==> src/rtl/read_reorder_buffer.sv <==
// Read reorder buffer: allocates TIDs in request order, accepts fill data out of
// order from the hit path and the miss handler, and returns single-beat AXI R
// responses strictly in allocation order.
module read_reorder_buffer #(
    parameter int unsigned DATA_WIDTH = 32,
    parameter int unsigned TID_WIDTH  = 2,
    parameter int unsigned ID_WIDTH   = 4
) (
    input  logic                          clk,
    input  logic                          rst_n,

    input  logic                          alloc_valid_i,
    output logic                          alloc_ready_o,
    input  logic [ID_WIDTH-1:0]           alloc_id_i,
    output logic [TID_WIDTH-1:0]          alloc_tid_o,

    input  logic                          hit_write_en_i,
    output logic                          hit_full_o,
    input  logic [DATA_WIDTH+TID_WIDTH-1:0] hit_wdata_i,

    input  logic                          miss_write_en_i,
    output logic                          miss_full_o,
    input  logic [DATA_WIDTH+TID_WIDTH-1:0] miss_wdata_i,

    output logic                          rvalid_o,
    input  logic                          rready_i,
    output logic [DATA_WIDTH-1:0]         rdata_o,
    output logic [ID_WIDTH-1:0]           rid_o,
    output logic [1:0]                    rresp_o,
    output logic                          rlast_o,

    output logic                          err_o
);

    localparam int unsigned DEPTH = 2 ** TID_WIDTH;
    localparam logic [TID_WIDTH:0] FULL_COUNT = (TID_WIDTH + 1)'(DEPTH);

    // Pointers and occupancy
    logic [TID_WIDTH-1:0] head_q, tail_q;
    logic [TID_WIDTH:0]   count_q;

    // Per-entry state
    logic [DEPTH-1:0]      alloc_q, alloc_d;
    logic [DEPTH-1:0]      dvld_q, dvld_d;
    logic [DATA_WIDTH-1:0] data_mem [DEPTH];
    logic [ID_WIDTH-1:0]   id_mem [DEPTH];

    // Staging registers
    logic                  hit_vld_q, miss_vld_q;
    logic [TID_WIDTH-1:0]  hit_tid_q, miss_tid_q;
    logic [DATA_WIDTH-1:0] hit_data_q, miss_data_q;

    // 1 = miss was served last, so hit wins the next tie
    logic last_miss_q;
    logic err_q;

    logic                  alloc_fire, retire;
    logic                  hit_capture, miss_capture;
    logic                  drain_hit, drain_miss, drain_any;
    logic [TID_WIDTH-1:0]  drain_tid;
    logic [DATA_WIDTH-1:0] drain_data;
    logic                  drain_err, write_err;

    assign alloc_ready_o = (count_q != FULL_COUNT);
    assign alloc_tid_o   = tail_q;
    assign alloc_fire    = alloc_valid_i && alloc_ready_o;

    assign rvalid_o = alloc_q[head_q] && dvld_q[head_q];
    assign rdata_o  = data_mem[head_q];
    assign rid_o    = id_mem[head_q];
    assign rresp_o  = 2'b00;
    assign rlast_o  = 1'b1;
    assign retire   = rvalid_o && rready_i;

    assign hit_full_o  = hit_vld_q;
    assign miss_full_o = miss_vld_q;
    assign err_o       = err_q;

    // Staging capture, round-robin drain selection and error detection
    always_comb begin
        hit_capture  = hit_write_en_i && !hit_vld_q;
        miss_capture = miss_write_en_i && !miss_vld_q;
        drain_hit    = hit_vld_q && (!miss_vld_q || last_miss_q);
        drain_miss   = miss_vld_q && !drain_hit;
        drain_any    = drain_hit || drain_miss;
        drain_tid    = drain_hit ? hit_tid_q : miss_tid_q;
        drain_data   = drain_hit ? hit_data_q : miss_data_q;
        drain_err    = drain_any && (!alloc_q[drain_tid] || dvld_q[drain_tid]);
        write_err    = (hit_write_en_i && hit_vld_q) || (miss_write_en_i && miss_vld_q);
    end

    // Next-state of per-entry alloc/data-valid bits
    always_comb begin
        alloc_d = alloc_q;
        dvld_d  = dvld_q;
        if (drain_any) begin
            dvld_d[drain_tid] = 1'b1;
        end
        if (alloc_fire) begin
            alloc_d[tail_q] = 1'b1;
            dvld_d[tail_q]  = 1'b0;
        end
        if (retire) begin
            alloc_d[head_q] = 1'b0;
            dvld_d[head_q]  = 1'b0;
        end
    end

    // Control state: pointers, count, entry flags, staging, arbitration, error
    always_ff @(posedge clk) begin
        if (!rst_n) begin
            head_q      <= '0;
            tail_q      <= '0;
            count_q     <= '0;
            alloc_q     <= '0;
            dvld_q      <= '0;
            hit_vld_q   <= 1'b0;
            miss_vld_q  <= 1'b0;
            last_miss_q <= 1'b1;
            err_q       <= 1'b0;
        end else begin
            alloc_q <= alloc_d;
            dvld_q  <= dvld_d;
            if (alloc_fire) begin
                tail_q <= tail_q + TID_WIDTH'(1);
            end
            if (retire) begin
                head_q <= head_q + TID_WIDTH'(1);
            end
            unique case ({alloc_fire, retire})
                2'b10:   count_q <= count_q + (TID_WIDTH + 1)'(1);
                2'b01:   count_q <= count_q - (TID_WIDTH + 1)'(1);
                default: count_q <= count_q;
            endcase
            if (hit_capture) begin
                hit_vld_q <= 1'b1;
            end else if (drain_hit) begin
                hit_vld_q <= 1'b0;
            end
            if (miss_capture) begin
                miss_vld_q <= 1'b1;
            end else if (drain_miss) begin
                miss_vld_q <= 1'b0;
            end
            if (drain_hit) begin
                last_miss_q <= 1'b0;
            end else if (drain_miss) begin
                last_miss_q <= 1'b1;
            end
            if (drain_err || write_err) begin
                err_q <= 1'b1;
            end
        end
    end

    // Datapath storage: staging payloads and entry memories (no reset needed)
    always_ff @(posedge clk) begin
        if (hit_capture) begin
            hit_tid_q  <= hit_wdata_i[DATA_WIDTH +: TID_WIDTH];
            hit_data_q <= hit_wdata_i[DATA_WIDTH-1:0];
        end
        if (miss_capture) begin
            miss_tid_q  <= miss_wdata_i[DATA_WIDTH +: TID_WIDTH];
            miss_data_q <= miss_wdata_i[DATA_WIDTH-1:0];
        end
        if (drain_any) begin
            data_mem[drain_tid] <= drain_data;
        end
        if (alloc_fire) begin
            id_mem[tail_q] <= alloc_id_i;
        end
    end

endmodule

==> config.mk <==
export PLATFORM = sky130hd
export DESIGN_NAME = read_reorder_buffer
export DESIGN_NICKNAME = d
export VERILOG_FILES = /design/src/rtl/read_reorder_buffer.sv
export SDC_FILE = /design/constraint.sdc
export NUM_CORES = 1
export LEC_CHECK = 0
export CORE_MARGIN = 4
export CORE_UTILIZATION = 38
export CTS_BUF_LIST = sky130_fd_sc_hd__clkbuf_2 sky130_fd_sc_hd__clkbuf_4 sky130_fd_sc_hd__clkbuf_8
export CTS_CLUSTER_DIAMETER = 150
export CTS_CLUSTER_SIZE = 10
export DETAILED_ROUTE_END_ITERATION = 10
export GPL_TIMING_DRIVEN = 0
export HOLD_SLACK_MARGIN = 0.1
export SYNTH_ARGS = -nofsm -noshare
export SYNTH_HDL_FRONTEND = slang
export SYNTH_SLANG_ARGS = --single-unit
==> constraint.sdc <==
create_clock -name clk -period 6.6 [get_ports clk]
set_input_delay 1.98 -clock clk [delete_from_list [all_inputs] [get_ports clk]]
set_output_delay 1.98 -clock clk [all_outputs]
set_load 0.01 [all_outputs]
## Word level (Yosys, flattened, before mapping)

Memories as Yosys holds them, arrays and structs flattened. A register that Yosys moved wholly into a read port is not among the register bits.
Cells that the tools add are included.

- Add/sub/neg operators: 4
- Multiply operators: 0
- Div/mod/pow operators: 0
- $lt $le $gt $ge: 6
- Eq/ne operators: 3
- Shift-type cells: 0
- Multiplexer cells: 36
- Bitwise logic cells: 7
- Reduce and logical (&&, ||, !) cells: 26

Operator list:

| cell | number |
|---|---|
| two-way mux 32 bit | 1 |
| two-way mux 4 bit | 5 |
| two-way mux 1 bit | 17 |
| logical AND 1 bit | 13 |
| AND 4 bit | 3 |
| two-way mux 2 bit | 5 |
| < comparator 2 x 3 -> 1 bit (second input constant) | 3 |
| binary-select mux 1 bit (select 2 bit) | 4 |
| NOT 4 bit | 2 |
| OR 4 bit | 2 |
| nonzero test 2 bit | 4 |
| demux 1 bit (select 2 bit) | 3 |
| >= comparator 2 x 1 -> 1 bit (second input constant) | 3 |
| case mux 3 bit (2 select lines) | 1 |
| logical OR 1 bit | 5 |
| adder 2 x 1 -> 2 bit (second input constant) | 2 |
| zero test 1 bit | 4 |
| adder 3 x 1 -> 3 bit (second input constant) | 1 |
| inequality test 3 bit (second input constant) | 1 |
| subtractor 3 x 1 -> 3 bit (second input constant) | 1 |
| == test 2 x 1 -> 1 bit (second input constant) | 1 |
| == test 2 bit (second input constant) | 1 |

- Flip-flop bits (word level): 87
- Bits in latches: 0
- Memory bits (writable): 144
- Memory bits (read-only): 0
- Input port bits: 78
- Word-level logic and storage cells: 97
- Memories kept: 2

Memory list:

| memory | depth | bits a word | rd ports | clocked after memory_dff | wr ports | RTL line | RTL |
|---|---|---|---|---|---|---|---|
| data_mem | 4 | 32 | 1 | 1 | 1 | 45 | `logic [DATA_WIDTH-1:0] data_mem [DEPTH];` |
| id_mem | 4 | 4 | 1 | 1 | 1 | 46 | `logic [ID_WIDTH-1:0] id_mem [DEPTH];` |

## Longest topological paths before layout

Gate-level depths: netlist of the first run.

- Depth after elaboration: 14
- Depth in mapped cells: 11

## Least setup slack after synthesis of the first run

No wires, ideal clock.

- Kind: input to register
- Start point: in miss_write_en_i
- End point: reg miss_data_q[0] (enable)
- Library setup time: 0.430 ns
- Arrival: 3.544 ns
- Required time: 6.170 ns
- Setup slack: 2.625 ns
- Stages: 1
- Path through: nor2b_1

- Cells in the longest elaborated chain, start to end: 1

Ends and longest elaborated chain:

| element | RTL line | RTL |
|---|---|---|
| start, declared | 21 | `input logic miss_write_en_i,` |
| logical AND 1 bit | 82 | `miss_capture = miss_write_en_i && !miss_vld_q;` |
| end signal, assigned | 164 | `miss_data_q <= miss_wdata_i[DATA_WIDTH-1:0];` |
| end, declared | 51 | `logic [DATA_WIDTH-1:0] hit_data_q, miss_data_q;` |

Every way passes these cells.
A chain may end at the register's enable or synchronous reset.

==> tab_implementation.tex, run 1 <==
\begin{tabular}{lr}
\hline
Metric & Value \\
\hline
\multicolumn{2}{l}{\textbf{Pwr}} \\
Net switching power of the design & $\sim$0.00063 W \\
Combinational power share & 8.9\% \\
Pwr/cell area & about 270 mW/mm² \\
Pleak & 3.667 nW \\
Cell-internal power & approximately 0.0024 W \\
Sw Share & between 20\% and 30\% \\
Largest vdd supply drop & about 160 µV \\
Clock share of power & $\sim$33\% \\
Relative contribution of sequential cells to total power & 58.1\% \\
\multicolumn{2}{l}{\textbf{Global routing}} \\
GR Overflow Total & 0 \\
Largest net degree at the start of global routing & 29 \\
First-pass GRT wire length & around 26000 µm \\
Global-route total usage across every layer & between 10\% and 20\% \\
Vias in the first global route & between 4000 and 5000 \\
Number of antenna violations at the first check in global routing & 0 \\
\multicolumn{2}{l}{\textbf{Routing}} \\
Routed vias/inst & between 4 and 5 \\
Count of unresolved DRC violations after routing & 0 \\
Mean routed wirelength per cell & between 15 and 20 µm \\
Vias after detailed routing & roughly 4300 \\
Drt initial violations & $\sim$250 \\
Sum of routed wire length over all layers & 16700 µm \\
First-pass detailed-route iteration total & 4 \\
Remaining number of nets flagged by the antenna check after routing & 0 \\
\multicolumn{2}{l}{\textbf{Worst setup path}} \\
Largest stage delay on the critical path & between 0.6 and 0.7 ns \\
Depth of the worst register-to-register path & 11 \\
Type of element capturing the critical path & primary output \\
Critical Setup Path Class & reg -> out \\
Start of the worst register-to-register path & head\_q[0]\$\_SDFFE\_PN0N\_ \\
FF-to-FF setup slack & $\sim$4 ns \\
Slowest cell on crit path & sky130\_fd\_sc\_hd\_\_clkbuf\_1 \\
Endpoint of the most critical setup path & rdata\_o[8] \\
Crit path cell chain & clkbuf\_1 -> clkbuf\_1 -> mux4\_2 -> clkdlybuf4s50\_1 \\
Arrival time worst endpoint & between 2 and 3 ns \\
Worst path most repeated cell & sky130\_fd\_sc\_hd\_\_clkbuf\_1 \\
Reg2reg end & count\_q[2]\$\_SDFFE\_PN0P\_ \\
Worst-path maximum fanout & 10 \\
Required time of the critical path & roughly 4.6 ns \\
Critical path startpoint category & flip-flop \\
\multicolumn{2}{l}{\textbf{Synth}} \\
Register area share after synthesis & about three quarters \\
Flip-flop cell with the highest count after synthesis & sky130\_fd\_sc\_hd\_\_edfxtp\_1 \\
Gate Count Post-Synth & 427 \\
Count of yosys warnings during synthesis & 0 \\
Post-Syn Area & 0.008827 mm² \\
Post-synth EDFFs & 212 \\
Ys async rst share & 0\% \\
Number of distinct standard cells referenced by the synthesized netlist & 43 \\
Post-synthesis average cell area & between 20 and 25 µm² \\
\#FFs+latches synth & approximately 230 \\
\multicolumn{2}{l}{\textbf{Floorplanning}} \\
X dimension of the die & 160.4 µm \\
Number of top-level design ports & about 120 \\
Placement row count & 55 \\
Core Region & $\sim$0.023 mm² \\
Area of the die & roughly 0.026 mm² \\
Die Ht & between 150 and 200 µm \\
Initial core utilization & 38.75\% \\
\multicolumn{2}{l}{\textbf{Timing}} \\
Setup clock skew after layout & about 0.025 ns \\
Hold violation count in the final report & 0 \\
Total Neg Setup Slack & 0 ns \\
Min cycle time layout & 4.820 ns \\
Final count of pins violating max slew & 0 \\
Share of the cycle needed by the critical path after routing & 73.03\% \\
Upper clock frequency limit & between 200 and 250 MHz \\
Final setup violating endpoints & 0 \\
Worst slack on hold paths & between 0.4 and 0.5 ns \\
Worst-margin pin slew & $\sim$0.7 ns \\
Setup repair after global routing missed its margin & no \\
Worst relative slew slack & about 53\% \\
\multicolumn{2}{l}{\textbf{Clock network}} \\
Sinks on the clock net & between 200 and 250 \\
CTS clk-pin slew, worst paths & 0.07 ns \\
Clock latency on the worst-skew pair & 0.55 ns \\
Master cell of the clock root buffer & sky130\_fd\_sc\_hd\_\_clkbuf\_8 \\
CTS tree & yes \\
Number of levels in the clock H-tree & 1 \\
Cts-stage hold buffer count & 0 \\
Maximum clock insertion buffer count & 3 \\
Post-CTS Setup Bufs & 0 \\
Number of buffers created by CTS & 27 \\
Resized Gates After CTS & 0 \\
\multicolumn{2}{l}{\textbf{Finish}} \\
Number of inserted diodes & 0 \\
Final layout net count & $\sim$670 \\
Proportion of layout cells with a drive suffix above 1 & 25.83\% \\
Layout-stage area growth over the synthesis result & 26.18\% \\
\multicolumn{2}{l}{\textbf{Placement}} \\
Routability congestion estimate from global placement & slightly below 0.8 \\
Detailed placement HPWL & around 11000 µm \\
I/O Buffers & 120 \\
\multicolumn{2}{l}{\textbf{Run}} \\
Max cap viols & 0 \\
\multicolumn{2}{l}{\textbf{Run status}} \\
Status & finished, final reports clean \\
\multicolumn{2}{l}{\textbf{Min path}} \\
Type of the most critical hold path & reg -> reg \\
\hline
\end{tabular}
## routing by layer
metal,GRT usage [%],share of wire [%],up-vias
met3,2.438,4.5,30
met5,0,0,-
met1,16.67,42,2203
met4,3.911,2.1,0
li1,-,-,2007
met2,22.60,52,99
## Yosys cell counts (all sizes together) (4+ instances only)
cell	n	area [µm²]
ha	9	112.6
clkbuf	5	18.77
inv	10	37.54
o21ai	6	30.03
and3	5	31.28
a21oi	4	20.02
nand3	5	25.02
mux2	32	360.4
nand2	6	22.52
edfxtp	212	6366
nor2	12	45.04
nor3b	4	50.05
a21boi	6	60.05
nor2b	5	31.28
mux4	36	810.8
o21a	4	30.03
and2	8	50.05
buf	13	85.08
dfxtp	21	420.4
## how the worst min path moves through the flow
| stage | cells after the start | slack [ns] | from | to |
|---|---|---|---|---|
| CTS | 1 | 0.50 | alloc_q[0]$_SDFF_PN0_ | alloc_q[0]$_SDFF_PN0_ |
| detailed placement | 1 | 0.49 | alloc_q[0]$_SDFF_PN0_ | alloc_q[0]$_SDFF_PN0_ |
| finish | 1 | 0.50 | alloc_q[0]$_SDFF_PN0_ | alloc_q[0]$_SDFF_PN0_ |
| global route | 1 | 0.53 | alloc_q[2]$_SDFF_PN0_ | alloc_q[2]$_SDFF_PN0_ |
| global placement | 1 | 0.48 | alloc_q[1]$_SDFF_PN0_ | alloc_q[1]$_SDFF_PN0_ |
| floorplan | 1 | 0.45 | alloc_q[1]$_SDFF_PN0_ | alloc_q[1]$_SDFF_PN0_ |
## metrics by stage
stage | instance area [µm²] | setup WS [ns] | power (W) | util, % | std cells
finish | 11140 | 1.780 | 0.002982 | 48.90 | 917
floorplan | 8831 | 2.625 | 0.001889 | - | 428
CTS | 11140 | 1.674 | 0.003036 | 48.90 | 917
detailed placement | 10590 | 2.288 | 0.002036 | 46.49 | 867
global placement | 10420 | 0.8393 | 0.002015 | 45.76 | 861
global route | 11140 | 1.576 | 0.003130 | 48.90 | 917
## power by group through the flow
stage / registers [W] / logic (W) / clock network (W)
6_report: 0.00173 / 0.000264 / 0.000986
5_1_grt: 0.00174 / 0.000289 / 0.00110
4_1_cts: 0.00173 / 0.000271 / 0.00103
3_5_place_dp: 0.00177 / 0.000270 / 0
3_3_place_gp: 0.00177 / 0.000247 / 0
2_1_floorplan: 0.00176 / 0.000127 / 0
## layout by cell type (no fill, tap or decap), types with 2 or more instances in the layout
cell	instances
sky130_fd_sc_hd__edfxtp_1	212
sky130_fd_sc_hd__clkdlybuf4s50_1	120
sky130_fd_sc_hd__mux4_2	36
sky130_fd_sc_hd__mux2_2	32
sky130_fd_sc_hd__clkbuf_8	27
sky130_fd_sc_hd__dfxtp_1	21
sky130_fd_sc_hd__clkbuf_4	21
sky130_fd_sc_hd__inv_1	10
sky130_fd_sc_hd__ha_1	9
sky130_fd_sc_hd__and2_1	8
sky130_fd_sc_hd__buf_2	8
sky130_fd_sc_hd__nor2_1	8
sky130_fd_sc_hd__nand2_1	6
sky130_fd_sc_hd__buf_12	6
sky130_fd_sc_hd__nand3_1	5
sky130_fd_sc_hd__clkbuf_1	5
sky130_fd_sc_hd__and3_1	5
sky130_fd_sc_hd__nor2_4	4
sky130_fd_sc_hd__a21oi_1	4
sky130_fd_sc_hd__o21ai_0	4
sky130_fd_sc_hd__a21boi_2	4
sky130_fd_sc_hd__o21a_1	4
sky130_fd_sc_hd__nor3b_2	4
sky130_fd_sc_hd__nor2b_1	3
sky130_fd_sc_hd__xnor2_1	3
sky130_fd_sc_hd__buf_4	3
sky130_fd_sc_hd__conb_1	3
sky130_fd_sc_hd__buf_6	2
sky130_fd_sc_hd__nor2b_4	2
sky130_fd_sc_hd__o21ai_1	2
sky130_fd_sc_hd__a21boi_0	2
sky130_fd_sc_hd__nand2b_1	2
## sequential cells by signal, summed over array words and instances, names as in the netlist, named ones only
register,count
alloc_q,4
alloc_tid_o,2
count_q,3
data_mem,128
dvld_q,4
err_o,1
head_q,2
hit_data_q,32
hit_full_o,1
hit_tid_q,2
id_mem,16
last_miss_q,1
miss_data_q,32
miss_full_o,1
miss_tid_q,2
## kinds of logic after synthesis
family | count (synthesis) | synth area share, %
other | 2 | 0.08508
flip-flops | 233 | 76.88
AND/OR/NAND/NOR | 51 | 3.501
XOR/XNOR | 4 | 0.3970
AO/OA/AOI/OAI | 30 | 2.651
buffers and inverters | 28 | 1.602
multiplexers | 69 | 13.38
adder cells (fa/ha/maj) | 10 | 1.503
## area by class of cell
cell class                      count  area (µm²)
Clock buffer                       48       529.3
Clock inverter                      2       20.02
Inverter                           10       37.54
Timing Repair Buffer              126        1321
Buffer                             18       103.9
Multi-Input combinational cell    167        1948
Tap cell                          313       391.6
Fill cell                        1909       11640
Sequential cell                   233        6787
## worst max-delay path, delay by kind of cell (launching register included)
family                 cells  cell delay (ns)
buffers and inverters      3             1.56
DFF                        1             0.31
muxes                      1             0.44
No activity file was read; power rests on OpenSTA's default activity.
==> run 2, diff against run 1 <==
==> constraint.sdc (replaced) <==
create_clock -name clk -period 4.1 [get_ports clk]
set_input_delay 1.23 -clock clk [delete_from_list [all_inputs] [get_ports clk]]
set_output_delay 1.23 -clock clk [all_outputs]
set_load 0.01 [all_outputs]
==> tab_implementation.tex, run 2 (synthesis results as in run 1) <==
\begin{tabular}{lr}
\hline
Metric & Value \\
\hline
\multicolumn{2}{l}{\textbf{Timing}} \\
Worst-margin pin slew & 0.5633 ns \\
Min cycle time layout & between 3 and 4 ns \\
Final setup violating endpoints & 0 \\
Setup clock skew after layout & about 0.026 ns \\
Total Neg Setup Slack & 0 ns \\
Setup ws final & roughly 0.26 ns \\
Share of the cycle needed by the critical path after routing & a little over nine tenths \\
Setup repair after global routing missed its margin & no \\
Final count of pins violating max slew & 0 \\
Worst slack on hold paths & 0.4978 ns \\
Upper clock frequency limit & about 260 MHz \\
Hold violation count in the final report & 0 \\
Worst relative slew slack & 62.45\% \\
\multicolumn{2}{l}{\textbf{Global routing}} \\
Number of antenna violations at the first check in global routing & 0 \\
GR Overflow Total & 0 \\
Largest net degree at the start of global routing & 29 \\
Vias in the first global route & 4847 \\
Global-route total usage across every layer & a little over an eighth \\
First-pass GRT wire length & 26430 µm \\
\multicolumn{2}{l}{\textbf{Floorplanning}} \\
Core Region & between 0.02 and 0.025 mm² \\
Number of top-level design ports & between 100 and 150 \\
Area of the die & 0.02573 mm² \\
Placement row count & 55 \\
Initial core utilization & $\sim$39\% \\
X dimension of the die & between 150 and 200 µm \\
Die Ht & roughly 160 µm \\
\multicolumn{2}{l}{\textbf{Clock network}} \\
CTS tree & yes \\
Number of levels in the clock H-tree & 1 \\
CTS clk-pin slew, worst paths & roughly 0.07 ns \\
Resized Gates After CTS & 3 \\
Master cell of the clock root buffer & sky130\_fd\_sc\_hd\_\_clkbuf\_8 \\
Cts-stage hold buffer count & 0 \\
Post-CTS Setup Bufs & 0 \\
Clock latency on the worst-skew pair & around 0.55 ns \\
Maximum clock insertion buffer count & 3 \\
Number of buffers created by CTS & 27 \\
Sinks on the clock net & about 230 \\
\multicolumn{2}{l}{\textbf{Placement}} \\
Detailed placement HPWL & between 10000 and 15000 µm \\
Routability congestion estimate from global placement & slightly below 0.8 \\
\# placed instances & around 870 \\
I/O Buffers & between 100 and 150 \\
Worst setup slack before clock tree synthesis & $\sim$0.54 ns \\
\multicolumn{2}{l}{\textbf{Routing}} \\
First-pass detailed-route iteration total & 4 \\
Remaining number of nets flagged by the antenna check after routing & 0 \\
Count of unresolved DRC violations after routing & 0 \\
Mean routed wirelength per cell & about 18 µm \\
Vias after detailed routing & $\sim$4300 \\
Routed vias/inst & between 4 and 5 \\
Drt initial violations & 257 \\
Sum of routed wire length over all layers & 16690 µm \\
\multicolumn{2}{l}{\textbf{Finish}} \\
Final layout net count & approximately 670 \\
Proportion of layout cells with a drive suffix above 1 & a little over a quarter \\
Number of flip-flops in the largest register & approximately 130 \\
Utilization after layout & between 40\% and 50\% \\
Layout-stage area growth over the synthesis result & 26.22\% \\
Number of inserted diodes & 0 \\
Non-filler cells, final & between 900 and 1000 \\
Top Registers & data\_mem (128), hit\_data\_q (32), miss\_data\_q (32) \\
Largest reg by FF count & data\_mem \\
Commonest cells after routing, fill and taps aside & sky130\_fd\_sc\_hd\_\_edfxtp\_1, sky130\_fd\_sc\_hd\_\_clkdlybuf4s50\_1, sky130\_fd\_sc\_hd\_\_mux4\_2, sky130\_fd\_sc\_hd\_\_mux2\_2, sky130\_fd\_sc\_hd\_\_clkbuf\_8 \\
Most common cell after layout, fill and taps aside & sky130\_fd\_sc\_hd\_\_edfxtp\_1 \\
\multicolumn{2}{l}{\textbf{Worst setup path}} \\
Critical Setup Path Class & reg -> out \\
Type of element capturing the critical path & primary output \\
Required time of the critical path & around 2.9 ns \\
Critical path startpoint category & flip-flop \\
Arrival time worst endpoint & about 2.6 ns \\
Worst-path maximum fanout & 10 \\
\multicolumn{2}{l}{\textbf{Pwr}} \\
Pleak & 3.677 nW \\
Largest vdd supply drop & $\sim$260 µV \\
Pwr/cell area & around 430 mW/mm² \\
\multicolumn{2}{l}{\textbf{Run}} \\
Max cap viols & 0 \\
\multicolumn{2}{l}{\textbf{Run status}} \\
Status & finished, final reports clean \\
\multicolumn{2}{l}{\textbf{Min path}} \\
Type of the most critical hold path & reg -> reg \\
\hline
\end{tabular}
run 2: cell types whose count changed in the layout (fill, tap and decap cells not counted):
| cell | delta |
|---|---|
| sky130_fd_sc_hd__clkbuf_2 | +3 |
| sky130_fd_sc_hd__clkbuf_1 | -3 |
run 2: cell type report:
type	count	area, µm²
inverters	10	37.54
clock inverters	2	20.02
repair buffers	126	1321
flip-flops and latches	233	6787
well taps	313	391.6
plain buffers	18	107.6
fillers	1908	11640
clock buffers	48	529.3
multi-input cells	167	1948
run 2: per-stage QoR:
| stage | total power, W | cell area, µm² |
|---|---|---|
| finish | 0.004798 | 11140 |
| global placement | 0.003243 | 10420 |
| global route | 0.005039 | 11140 |
| floorplan | 0.003041 | 8831 |
| detailed placement | 0.003278 | 10590 |
| CTS | 0.004888 | 11140 |
run 2: worst paths after layout:
check	start	endpoint	slack, ns	cells after the start
worst max register to register	head_q[0]$_SDFFE_PN0N_	count_q[2]$_SDFFE_PN0P_	1.52	11
worst min register to register	alloc_q[0]$_SDFF_PN0_	alloc_q[0]$_SDFF_PN0_	0.50	1
worst min-delay path	alloc_q[0]$_SDFF_PN0_	alloc_q[0]$_SDFF_PN0_	0.50	1
worst max-delay path	flip-flop	rdata_o[8]	0.26	4
run 2: where the power goes:
group	switching (W)	internal [W]	total, W
Clock	0.000773	0.000812	0.00158
Combinational	0.000207	0.000217	0.000425
Sequential	0.0000334	0.00276	0.00279
run 2: worst max-delay path: stages (launching register included):
cell and delay [ns]:
sky130_fd_sc_hd__dfxtp_1 0.30, sky130_fd_sc_hd__buf_2 0.27, sky130_fd_sc_hd__buf_2 0.41, sky130_fd_sc_hd__mux4_2 0.59
sky130_fd_sc_hd__clkdlybuf4s50_1 0.51
run 2: layer usage:
layer  GRT usage, %  vias to the layer above  wire length, µm
li1               -                     2007                -
met1          16.67                     2197             6865
met2          22.60                      107             8612
met3          2.438                       30              865
met4          3.911                        0              350
met5              0                        -                0
==> run 3, diff against run 2 <==
--- a/config.mk
+++ b/config.mk
@@ -13,6 +13,8 @@
 export DETAILED_ROUTE_END_ITERATION = 10
 export GPL_TIMING_DRIVEN = 0
 export HOLD_SLACK_MARGIN = 0.1
+export PLACE_DENSITY = 0.68
+export SETUP_SLACK_MARGIN = 0.1
 export SYNTH_ARGS = -nofsm -noshare
 export SYNTH_HDL_FRONTEND = slang
 export SYNTH_SLANG_ARGS = --single-unit
==> tab_implementation.tex, run 3 (synthesis results as in run 1) <==
\begin{tabular}{lr}
\hline
Metric & Value \\
\hline
\multicolumn{2}{l}{\textbf{Routing}} \\
Vias after detailed routing & 4389 \\
Count of unresolved DRC violations after routing & 0 \\
Drt initial violations & 159 \\
Routed vias/inst & 4.850 \\
Sum of routed wire length over all layers & 17070 µm \\
First-pass detailed-route iteration total & 4 \\
Mean routed wirelength per cell & between 15 and 20 µm \\
Remaining number of nets flagged by the antenna check after routing & 0 \\
\multicolumn{2}{l}{\textbf{Floorplanning}} \\
Placement row count & 55 \\
Number of top-level design ports & approximately 120 \\
Die Ht & $\sim$160 µm \\
X dimension of the die & 160.4 µm \\
Core Region & around 0.023 mm² \\
Initial core utilization & approximately 39\% \\
Area of the die & roughly 0.026 mm² \\
\multicolumn{2}{l}{\textbf{Finish}} \\
Final layout net count & 671 \\
Most common cell after layout, fill and taps aside & sky130\_fd\_sc\_hd\_\_edfxtp\_1 \\
Number of flip-flops in the largest register & about 130 \\
Top Registers & data\_mem (128), hit\_data\_q (32), miss\_data\_q (32) \\
Layout-stage area growth over the synthesis result & 25.75\% \\
Largest reg by FF count & data\_mem \\
Proportion of layout cells with a drive suffix above 1 & between 20\% and 30\% \\
Number of inserted diodes & 0 \\
Commonest cells after routing, fill and taps aside & sky130\_fd\_sc\_hd\_\_edfxtp\_1, sky130\_fd\_sc\_hd\_\_clkdlybuf4s50\_1, sky130\_fd\_sc\_hd\_\_mux4\_2, sky130\_fd\_sc\_hd\_\_mux2\_2, sky130\_fd\_sc\_hd\_\_clkbuf\_8 \\
\multicolumn{2}{l}{\textbf{Clock network}} \\
Clock latency on the worst-skew pair & roughly 0.54 ns \\
Sinks on the clock net & $\sim$230 \\
Post-CTS Setup Bufs & 0 \\
Maximum clock insertion buffer count & 3 \\
CTS tree & yes \\
Cts-stage hold buffer count & 0 \\
CTS clk-pin slew, worst paths & around 0.080 ns \\
Number of levels in the clock H-tree & 1 \\
Number of buffers created by CTS & 27 \\
Master cell of the clock root buffer & sky130\_fd\_sc\_hd\_\_clkbuf\_8 \\
\multicolumn{2}{l}{\textbf{Worst setup path}} \\
Largest stage delay on the critical path & around 0.5 ns \\
Cell family contributing the most delay on the critical path & buffers and inverters \\
Critical path startpoint category & flip-flop \\
FF-to-FF setup slack & roughly 1.6 ns \\
Crit path cell chain & clkbuf\_1 -> clkbuf\_2 -> mux4\_2 -> clkdlybuf4s50\_1 \\
Critical Setup Path Class & reg -> out \\
Worst-path maximum fanout & 10 \\
Required time of the critical path & 2.87 ns \\
Number of buffers and inverters on the critical path & 3 \\
Arrival time worst endpoint & between 2 and 3 ns \\
Slowest cell on crit path & sky130\_fd\_sc\_hd\_\_clkdlybuf4s50\_1 \\
Type of element capturing the critical path & primary output \\
\multicolumn{2}{l}{\textbf{Timing}} \\
Upper clock frequency limit & 262.5 MHz \\
Worst-margin pin slew & 0.6656 ns \\
Worst relative slew slack & approximately 56\% \\
Hold violation count in the final report & 0 \\
Setup clock skew after layout & approximately 0.020 ns \\
Final count of pins violating max slew & 0 \\
Final setup violating endpoints & 0 \\
Setup repair after global routing missed its margin & no \\
Min cycle time layout & 3.810 ns \\
Share of the cycle needed by the critical path after routing & a little over 90\% \\
Total Neg Setup Slack & 0 ns \\
\multicolumn{2}{l}{\textbf{Global routing}} \\
First-pass GRT wire length & 27040 µm \\
Vias in the first global route & 4974 \\
Global-route total usage across every layer & 13.33\% \\
Largest net degree at the start of global routing & 22 \\
GR Overflow Total & 0 \\
Number of antenna violations at the first check in global routing & 1 \\
\multicolumn{2}{l}{\textbf{Min path}} \\
Type of the most critical hold path & reg -> reg \\
\multicolumn{2}{l}{\textbf{Run status}} \\
Status & finished, final reports clean \\
\multicolumn{2}{l}{\textbf{Pwr}} \\
Overall power & roughly 0.0047 W \\
Pleak & between 3 and 4 nW \\
Largest vdd supply drop & approximately 240 µV \\
Pwr/cell area & between 400 and 500 mW/mm² \\
\multicolumn{2}{l}{\textbf{Placement}} \\
I/O Buffers & 120 \\
Routability congestion estimate from global placement & around 0.76 \\
Detailed placement HPWL & about 12000 µm \\
\multicolumn{2}{l}{\textbf{Run}} \\
Max cap viols & 0 \\
\hline
\end{tabular}
-- run 3: per-layer routing --
metal  part of all wire, %  up-vias  global-route usage [%]
li1                      -     1996                       -
met1                    42     2253                   16.51
met2                    52      114                   23.83
met3                   5.1       24                   2.823
met4                   1.6        2                   3.481
met5                 0.076        -                       0
-- run 3: metrics by stage --
step	instance area, µm²	util (%)	setup WS [ns]	std cells	hold slack [ns]
after global routing	11100	48.73	0.1132	905	0.5222
after global placement	10420	45.76	-0.7549	861	0.4755
after CTS	11090	48.70	0.1202	905	0.5037
after floorplan	8831	-	0.8754	428	0.4479
after detailed placement	10630	46.69	0.4929	867	0.4870
final	11100	48.73	0.2900	905	0.5001
-- run 3: what timing repair did --
action	CTS	global route
endpoints found under the setup margin	30	23
gates resized for setup	3	3
gates cloned	0	0
-- run 3: report_power, final --
group | switching (W) | internal (W) | leakage, nW | total (W)
logic | 0.000212 | 0.000223 | 1.25 | 0.000435
registers | 0.0000339 | 0.00276 | 2.14 | 0.00279
clock network | 0.000745 | 0.000692 | 0.245 | 0.00144
-- run 3: worst paths after layout --
path / from / end / cells past startpoint
max reg2reg: head_q[0]$_SDFFE_PN0N_ / count_q[2]$_SDFFE_PN0P_ / 11
max: flip-flop / rdata_o[8] / 4
min: alloc_q[1]$_SDFF_PN0_ / alloc_q[1]$_SDFF_PN0_ / 1
min reg2reg: alloc_q[1]$_SDFF_PN0_ / alloc_q[1]$_SDFF_PN0_ / 1
-- run 3: layout make-up --
class	instances	area (µm²)
inverters	10	37.54
fillers	1892	11680
plain buffers	18	115.1
well taps	313	391.6
clock buffers	37	446.7
flip-flops and latches	233	6787
multi-input cells	167	1948
clock inverters	1	8.758
repair buffers	126	1366
